## config.mk

```make
export PLATFORM = sky130hd
export DESIGN_NAME = apb_master_bridge
export DESIGN_NICKNAME = d
export VERILOG_FILES = /design/src/rtl/apb_master_bridge.sv
export SDC_FILE = /design/constraint.sdc
export NUM_CORES = 1
export LEC_CHECK = 0
export ABC_AREA = 1
export CAP_MARGIN = 20
export CORE_MARGIN = 4
export CORE_UTILIZATION = 30
export CTS_CLUSTER_SIZE = 20
export DETAILED_ROUTE_END_ITERATION = 10
export SYNTH_ARGS = -nofsm -noshare
export SYNTH_HDL_FRONTEND = slang
export SYNTH_SLANG_ARGS = --single-unit
```

## constraint.sdc

```tcl
create_clock -name PCLK -period 2.6 [get_ports PCLK]
set_input_delay 0.26 -clock PCLK [delete_from_list [all_inputs] [get_ports PCLK]]
set_output_delay 0.26 -clock PCLK [all_outputs]
set_load 0.02 [all_outputs]
```

## src/rtl/apb_master_bridge.sv

```systemverilog
// APB master bridge: turns level-valid requests into APB SETUP/ACCESS cycles toward two slaves (optional APB_TIMEOUT_EN).
// Latency: request edge to completion edge is 2 cycles, plus 1 per PREADY wait state.
// Backpressure: PREADY low holds ACCESS; requests are sampled only in IDLE and on the completing edge.
module apb_master_bridge #(
  parameter int ADDR_WIDTH     = 8,
  parameter int DATA_WIDTH     = 8,
  parameter int TIMEOUT_CYCLES = 16
) (
  input  logic                  PCLK,
  input  logic                  PRESET,
  input  logic                  transfer,
  input  logic                  READ_WRITE,
  input  logic [ADDR_WIDTH:0]   apb_write_paddr,
  input  logic [ADDR_WIDTH:0]   apb_read_paddr,
  input  logic [DATA_WIDTH-1:0] apb_write_data,
  output logic [DATA_WIDTH-1:0] apb_read_data_out,
  output logic                  PSLVERR,
  output logic [ADDR_WIDTH-1:0] PADDR,
  output logic                  PSEL1,
  output logic                  PSEL2,
  output logic                  PENABLE,
  output logic                  PWRITE,
  output logic [DATA_WIDTH-1:0] PWDATA,
  input  logic [DATA_WIDTH-1:0] PRDATA,
  input  logic                  PREADY,
  input  logic                  PSLVERR_IN
);

  typedef enum logic [1:0] {IDLE, SETUP, ACCESS} state_t;

  typedef struct packed {
    logic                  write;
    logic [ADDR_WIDTH:0]   addr;
    logic [DATA_WIDTH-1:0] wdata;
  } req_t;

  state_t                state, state_nxt;
  req_t                  req;
  logic                  complete;
  logic                  load_req;
  logic                  timeout_hit;

  logic                  psel1_d, psel2_d, penable_d, pwrite_d, pslverr_d;
  logic [ADDR_WIDTH-1:0] paddr_d;
  logic [DATA_WIDTH-1:0] pwdata_d, rdata_d;

  always_comb begin
    req.write = READ_WRITE;
    req.addr  = READ_WRITE ? apb_write_paddr : apb_read_paddr;
    req.wdata = apb_write_data;
  end

`ifdef APB_TIMEOUT_EN
  localparam int CNT_W = $clog2(TIMEOUT_CYCLES + 1);
  logic [CNT_W-1:0] wait_cnt;

  // wait_cnt equals the number of stalled ACCESS cycles already seen, so the
  // limit is reached on the TIMEOUT_CYCLES-th ACCESS cycle.
  assign timeout_hit = (state == ACCESS) && !PREADY &&
                       (wait_cnt == CNT_W'(TIMEOUT_CYCLES - 1));

  always_ff @(posedge PCLK or posedge PRESET) begin
    if (PRESET) begin
      wait_cnt <= '0;
    end else if (state != ACCESS) begin
      wait_cnt <= '0;
    end else if (!PREADY) begin
      wait_cnt <= wait_cnt + CNT_W'(1);
    end
  end
`else
  localparam int unused_timeout_cycles = TIMEOUT_CYCLES;
  assign timeout_hit = 1'b0;
`endif

  assign complete = (state == ACCESS) && (PREADY || timeout_hit);
  assign load_req = transfer && ((state == IDLE) || complete);

  // State and registered APB outputs
  always_ff @(posedge PCLK or posedge PRESET) begin
    if (PRESET) begin
      state             <= IDLE;
      PSEL1             <= 1'b0;
      PSEL2             <= 1'b0;
      PENABLE           <= 1'b0;
      PWRITE            <= 1'b0;
      PADDR             <= '0;
      PWDATA            <= '0;
      apb_read_data_out <= '0;
      PSLVERR           <= 1'b0;
    end else begin
      state             <= state_nxt;
      PSEL1             <= psel1_d;
      PSEL2             <= psel2_d;
      PENABLE           <= penable_d;
      PWRITE            <= pwrite_d;
      PADDR             <= paddr_d;
      PWDATA            <= pwdata_d;
      apb_read_data_out <= rdata_d;
      PSLVERR           <= pslverr_d;
    end
  end

  always_comb begin
    state_nxt = state;
    case (state)
      IDLE:    state_nxt = transfer ? SETUP : IDLE;
      SETUP:   state_nxt = ACCESS;
      ACCESS:  if (complete) state_nxt = transfer ? SETUP : IDLE;
      default: state_nxt = IDLE;
    endcase
  end

  always_comb begin
    psel1_d   = PSEL1;
    psel2_d   = PSEL2;
    penable_d = PENABLE;
    pwrite_d  = PWRITE;
    paddr_d   = PADDR;
    pwdata_d  = PWDATA;
    rdata_d   = apb_read_data_out;
    pslverr_d = PSLVERR;

    // A forced completion reports an error and returns zero read data.
    if (complete) begin
      pslverr_d = timeout_hit ? 1'b1 : PSLVERR_IN;
      if (!PWRITE) begin
        rdata_d = timeout_hit ? '0 : PRDATA;
      end
    end

    if (load_req) begin
      psel1_d   = !req.addr[ADDR_WIDTH];
      psel2_d   = req.addr[ADDR_WIDTH];
      penable_d = 1'b0;
      pwrite_d  = req.write;
      paddr_d   = req.addr[ADDR_WIDTH-1:0];
      if (req.write) begin
        pwdata_d = req.wdata;
      end
    end else begin
      case (state)
        SETUP: penable_d = 1'b1;
        ACCESS: begin
          if (complete) begin
            psel1_d   = 1'b0;
            psel2_d   = 1'b0;
            penable_d = 1'b0;
          end
        end
        default: begin
          psel1_d   = 1'b0;
          psel2_d   = 1'b0;
          penable_d = 1'b0;
        end
      endcase
    end
  end

endmodule

```

After elaboration in Yosys (flattened, before gate mapping)
Index checks and enable logic that the tools add are counted.
Word-level totals
  output and inout port bits: 29
  bits in registers: 31
  word-level logic and storage cells: 33
  input port bits: 40
Cells by class
  multiplexer cells: 10
  eq/ne operators: 5
  bitwise operators: 1
  reduce and logical (&&, ||, !) cells: 8
Operators with widths (number)
  9-bit 2-to-1 mux: 1
  2-bit case mux with 3 select lines: 1
  2-bit AND reduction: 3
  1-bit 2-to-1 mux: 5
  2-bit inequality test, second input constant: 2
  1-bit case mux with 2 select lines: 2
  3-bit inequality test, second input constant: 1
  2-bit by 1-bit equality test with 1-bit output, second input constant: 1
  2-bit equality test, second input constant: 1
  1-bit logical AND: 2
  2-bit zero test: 1
  2-bit 2-to-1 mux: 1
  1-bit zero test: 1
  1-bit logical OR: 1
  1-bit inverter: 1

Logic depth before layout (Yosys ltp)
Gate-level depths: netlist of run 1.
  depth in word-level cells: 6
  gate-level depth with buffers: 6
  depth with buffers taken out: 5

Least setup slack after synthesis of run 1
No wires, ideal clock.
  kind: register -> register
  start point: reg PWRITE
  end point: reg apb_read_data_out[1]
  setup slack: 1498 ps
  data required time: 2534 ps
  arrival: 1036 ps
  setup time: 66 ps
  cell stages (with the launch flop): 5
  path through: dfrtp_1 > clkinv_1 > nand3_1 > nand2_1 > nand2_1
Between the ends
  word-level cells in the longest chain between the ends: 2
RTL lines
  start, declared: line 22  | output logic PWRITE,
  start signal, assigned: line 96  | PWRITE <= pwrite_d;
  1-bit inverter (no line)
  2-bit AND reduction (no line)
  end signal, assigned: line 99  | apb_read_data_out <= rdata_d;
  end, declared: line 16  | output logic [DATA_WIDTH-1:0] apb_read_data_out,
Every way passes these cells.
A chain may end at the register's enable or synchronous reset.

Final worst setup path of run 1
  start point: in PREADY
  end point: reg PWDATA[0]
Between the ends
  word-level cells in the longest chain between the ends: 4
RTL lines
  start, declared: line 25  | input logic PREADY,
  1-bit logical AND: line 76  | assign complete = (state == ACCESS) && (PREADY || timeout_hit);
  1-bit logical OR: line 77  | assign load_req = transfer && ((state == IDLE) || complete);
  1-bit logical AND: line 77
  2-bit AND reduction (no line)
  end signal, assigned: line 98  | PWDATA <= pwdata_d;
  end, declared: line 23  | output logic [DATA_WIDTH-1:0] PWDATA,
Every way passes these cells.

==> run_results.csv, run 1 <==
group,metric,value,unit
outcome,outcome,"finished, final reports clean",
floorplan,die-area,5820,um2
setup_path,cp_max_fo,13,
synth,yosysUniqueCellTypes,16,
setup_path,r2r_cells,4,
finish,layout-drive-gt1-share,6.61,%
finish,n_fill_cell,468,
clock_network,cts.htree.levels,2,
synth,yosysWarnings,0,
finish,area.growth.synth_to_final,58.9,%
routing,ant_nets,0,
setup_path,worstSetupPathType,"in2reg",
synth,ys_ff_latch,31,
timing,hold_violations,0,
finish,regArea,776,um2
routing,drt_iter0_markers,65,
clock_network,clk_pin_slew_worst_paths,60,ps
finish,n_antenna_cell,0,
worst_hold_path,hold_class,"in2async",
routing,drt_first_pass_iters,4,
setup_path,r2r_slack,1100,ps
timing,final_max_slew_viol_count,0,
finish,final_area,2220,um2
power,p_leak,1.09,nW
routing,via_per_inst,4.38,
routing,routed_wl,3480,um
clock_network,cts_resized,0,
finish,fin_util,50.1,%
clock_network,cts_buffers,5,
floorplan,io_pins,69,
floorplan,die_height,76.3,um
setup_path,worstReg2RegStart,"state[0]",
timing,fin_setup_tns,0,ps
clock_network,post_cts_buffers,0,
routing,vias,1288,
synth,netlist_area,1400,um2
setup_path,required,2760,ps
clock_network,clockBufferDepth,2,
timing,fin_crit_sh,60.1,%
timing,tightest_slew,722,ps
setup_path,r2r-end,"apb_read_data_out[6]",
power,total_power,1.87,mW
placed_design,io_buffers,68,
routing,post_drt_wl_per_cell,11.9,um
power,power.density,842,nW/um2
timing,max_freq,0.640,GHz
placed_design,place_area,2120,um2
setup_path,critPathArrivalTime,1720,ps
timing,rsz0062_at_grt,"false",
timing,period_minus_slack,1560,ps
synth,synthCells,170,
setup_path,crit_path_end_kind,"flop",
timing,skew,2.18,ps
floorplan,start_util,31.5,%
global_routing,antenna_found_initial,0,
clock_network,ctsHoldBuffers,0,
placed_design,gp_congestion,0.709,
global_routing,grt_max_degree,32,
clock_network,clkLatencyLatePin,270,ps
floorplan,core_area,4440,um2
timing,slew_headroom,51.7,%
timing,setup_viol,0,
global_routing,grt.overflow.total,0,
routing,drc,0,
clock_network,cts_tree,"done",
placed_design,dp_hpwl,2620,um
power,irDropWorstVdd,275,uV
setup_path,crit_path_start_kind,"input pin",
clock_network,cts-root-buf,"clkbuf_8",
floorplan,rows,24,
synth,syn_nets,210,
synth,avgSynthCellArea,8.24,um2
finish,multiInputGateArea,528,um2
finish,fin_nets,281,
run,drv_cap,0,
timing,whs,366,ps
synth,yosysSeqAreaShare,55.4,%
clock_network,clkSinkCount,31,
global_routing,grt_pass1_vias,1222,
floorplan,die_w,76.3,um
global_routing,grt_first_pass_wirelength,5750,um
global_routing,grt_use_total,12.1,%
[kinds of logic (layout without fill, tap and decap cells)]
logic type,after synthesis,in the layout,share of synthesized area (%)
and+or+nand+nor,107,107,34.1
DFF,31,31,55.4
buffers and inverters,22,94,6.88
AOI/OAI and AO/OA,10,10,3.57
[layout by cell type, fill, tap and decap left out, types with 2 or more instances in the layout]
cell type	instances
nand2_2	2
nor2_2	2
clkdlybuf4s50_1	68
inv_1	14
nand3_1	4
o21ai_0	10
nand4_1	16
dfrtp_1	31
buf_4	2
clkbuf_8	7
nand2_1	78
nor2_1	3
[per-layer routing]
metal	vias to the layer above	track usage, %	share of wire, %
met3	5	5.79	9.8
met4	0	3.80	1.0
li1	682	-	-
met5	-	0	0
met1	553	15.4	46
met2	48	18.2	44
[worst max-delay path by stage]
stage | startpoint | slack, ps | cells after the start | to
4_1_cts | PREADY | 1060 | 6 | PWDATA[0]
5_1_grt | state[0] | 900 | 4 | apb_read_data_out[6]
6_report | PREADY | 1040 | 6 | PWDATA[0]
2_1_floorplan | PWRITE | 1500 | 4 | apb_read_data_out[1]
3_3_place_gp | PREADY | 820 | 6 | PWDATA[7]
3_5_place_dp | PREADY | 770 | 6 | PWDATA[0]
[cell usage after synthesis (all sizes together)]
library cell  number  area (um2)
buf                5        32.5
clkbuf             1        3.75
clkinv             1        3.75
dfrtp             31         776
inv               15        56.3
nand2             80         305
nand3              5        37.5
nand4             16         100
nor2               6        35.0
o21ai             10        50.1
[per-stage QoR]
stage	setup WS, ps	cells
final	1040	294
after global routing	903	294
after CTS	1060	294
after detailed placement	771	286
after global placement	816	286
after floorplan	1500	170
[report_power, final]
part / internal (mW) / switching [mW]
registers: 0.629 / 0.0829
clock network: 0.241 / 0.165
logic: 0.360 / 0.393
total: 1.23 / 0.641
[layout make-up]
| type | count | share of cell area (%) |
|---|---|---|
| Clock buffer | 8 | 4.50 |
| Inverter | 16 | 2.70 |
| Multi-Input combinational cell | 117 | 23.7 |
| Sequential cell | 31 | 34.9 |
| Tap cell | 52 | 2.92 |
| Timing Repair Buffer | 70 | 31.3 |
[worst max-delay path: stages]
cell             delay (ps)
clkdlybuf4s50_1         750
inv_1                   160
nand2_2                 220
nand3_4                 160
nand2_1                 100
nand2_1                  60
[state kept, by name (all words and copies together), names as in the netlist]
name and flops:
PADDR 8, PENABLE 1, PSEL1 1, PSEL2 1
PSLVERR 1, PWDATA 8, PWRITE 1, apb_read_data_out 8
state 2
No activity file was read; power rests on OpenSTA's default activity.
==> run 2: changes to the inputs <==
- clock period: 2.6 -> 1.3 ns (I/O delays scaled with it)
==> run_results.csv, run 2 (synthesis gave the netlist of run 1 again) <==
group,metric,value,unit
clock_network,cts_buffers,5,
setup_path,critical-path-top-delay-family,"simple AND/OR/NAND/NOR gates",
floorplan,die_height,76.3,um
setup_path,worstSetupPathType,"reg2reg",
floorplan,start_util,31.5,%
routing,drt_first_pass_iters,4,
finish,layout-drive-gt1-share,9.24,%
global_routing,grt_pass1_vias,1276,
floorplan,io_pins,69,
clock_network,clkSinkCount,31,
setup_path,cp_max_fo,8,
power,power.density,1590,nW/um2
finish,n_antenna_cell,0,
finish,final_cell_mix,"78 x nand2_1, 39 x clkdlybuf4s50_1, 31 x dfrtp_1",
floorplan,core_area,4440,um2
global_routing,grt_use_total,12.5,%
timing,final_max_slew_viol_count,0,
clock_network,ctsHoldBuffers,0,
setup_path,cpPeakStageDelay,440,ps
timing,fin_setup_tns,0,ps
floorplan,rows,24,
routing,post_drt_wl_per_cell,11.7,um
run,drv_cap,0,
finish,area.growth.synth_to_final,62.7,%
power,irDropWorstVdd,424,uV
timing,fin_crit_sh,89.3,%
routing,via_per_inst,4.39,
timing,rsz0062_at_grt,"false",
finish,n_fill_cell,444,
finish,regArea,776,um2
timing,skew,7.28,ps
setup_path,crit_path_start_kind,"flop",
setup_path,crit_path_end_kind,"flop",
clock_network,cts_tree,"done",
power,p_leak,1.21,nW
routing,vias,1320,
timing,hold_violations,0,
setup_path,critPathArrivalTime,1340,ps
routing,drt_iter0_markers,61,
timing,layout_setup_ws,139,ps
routing,drc,0,
timing,period_minus_slack,1160,ps
floorplan,die_w,76.3,um
placed_design,dp_hpwl,2650,um
finish,fin_nets,288,
clock_network,clockBufferDepth,2,
setup_path,path_cells,"nor2_2 > nand3_1 > nand2_1 > nand2_1",
finish,top_regs,"PADDR (8), PWDATA (8), apb_read_data_out (8)",
timing,max_freq,0.862,GHz
finish,mostFrequentLayoutCell,"nand2_1",
routing,ant_nets,0,
placed_design,gp_congestion,0.699,
outcome,outcome,"finished, final reports clean",
placed_design,pre_cts_ws,36.4,ps
worst_hold_path,hold_class,"in2async",
global_routing,grt_first_pass_wirelength,5840,um
clock_network,cts-root-buf,"clkbuf_8",
setup_path,required,1480,ps
routing,routed_wl,3520,um
finish,multiInputGateArea,528,um2
timing,slew_headroom,79.1,%
global_routing,grt_max_degree,32,
clock_network,clk_pin_slew_worst_paths,70,ps
clock_network,cts.htree.levels,2,
floorplan,die-area,5820,um2
global_routing,grt.overflow.total,0,
setup_path,r2r_slack,140,ps
setup_path,slowest_stage,"dfrtp_1",
placed_design,io_buffers,68,
global_routing,antenna_found_initial,0,
setup_path,crit_buf_inv,0,
finish,fin_util,51.3,%
setup_path,crit_top_cell,"nand2_1",
clock_network,clkLatencyLatePin,280,ps
power,total_power,3.61,mW
timing,tightest_slew,312,ps
timing,setup_viol,0,
run 2: path summary, 6_finish.rpt:
check,depth (start not counted),from,end
setup / recovery,4,state[0],apb_read_data_out[3]
hold reg to reg,2,PSEL2,PSEL2
max in group asynchronous,3,PRESET,PSEL1
min in group PCLK,3,PRDATA[1],apb_read_data_out[1]
setup reg to reg,4,state[0],apb_read_data_out[3]
hold / removal,3,PRESET,apb_read_data_out[3]
run 2: final cells by class:
class	instances	share of cell area, %
well taps	52	2.86
clock buffers	8	4.39
multi-input cells	117	23.2
inverters	16	2.64
repair buffers	77	32.9
flip-flops and latches	31	34.0
run 2: timing repair:
action	CTS	global route
resized for setup	29	0
setup buffers	0	0
endpoints found under the hold margin	0	0
setup endpoints to repair	29	0
run 2: layer usage:
metal | vias up | wire length, um | GRT usage, %
li1 | 695 | - | -
met1 | 570 | 1480 | 13.8
met2 | 50 | 1650 | 20.9
met3 | 5 | 353 | 6.38
met4 | 0 | 38 | 3.80
met5 | - | 0 | 0
run 2: worst register-to-register path, stage by stage (launching register included):
cell     delay, ps
dfrtp_1        440
nor2_2         160
nand3_1        260
nand2_1        150
nand2_1         50
run 2: through the flow:
stage / std cells / hold slack (ps) / cell area [um2]
6_report: 301 / 187 / 2280
5_1_grt: 301 / 227 / 2280
4_1_cts: 301 / 197 / 2280
3_5_place_dp: 293 / 458 / 2210
3_3_place_gp: 293 / 454 / 2210
2_1_floorplan: 170 / 234 / 1400
run 2: where the power goes:
part           internal [mW]  switching (mW)
Clock                  0.483           0.349
Combinational          0.575           0.804
Sequential              1.26           0.144
==> run 3: changes to the inputs <==
- CAP_MARGIN: 20 -> 10
- CTS_CLUSTER_SIZE: 20 -> 16
==> results of run 3 <==
Same layout as run 2: the final DEF is identical, and so are final timing and power.
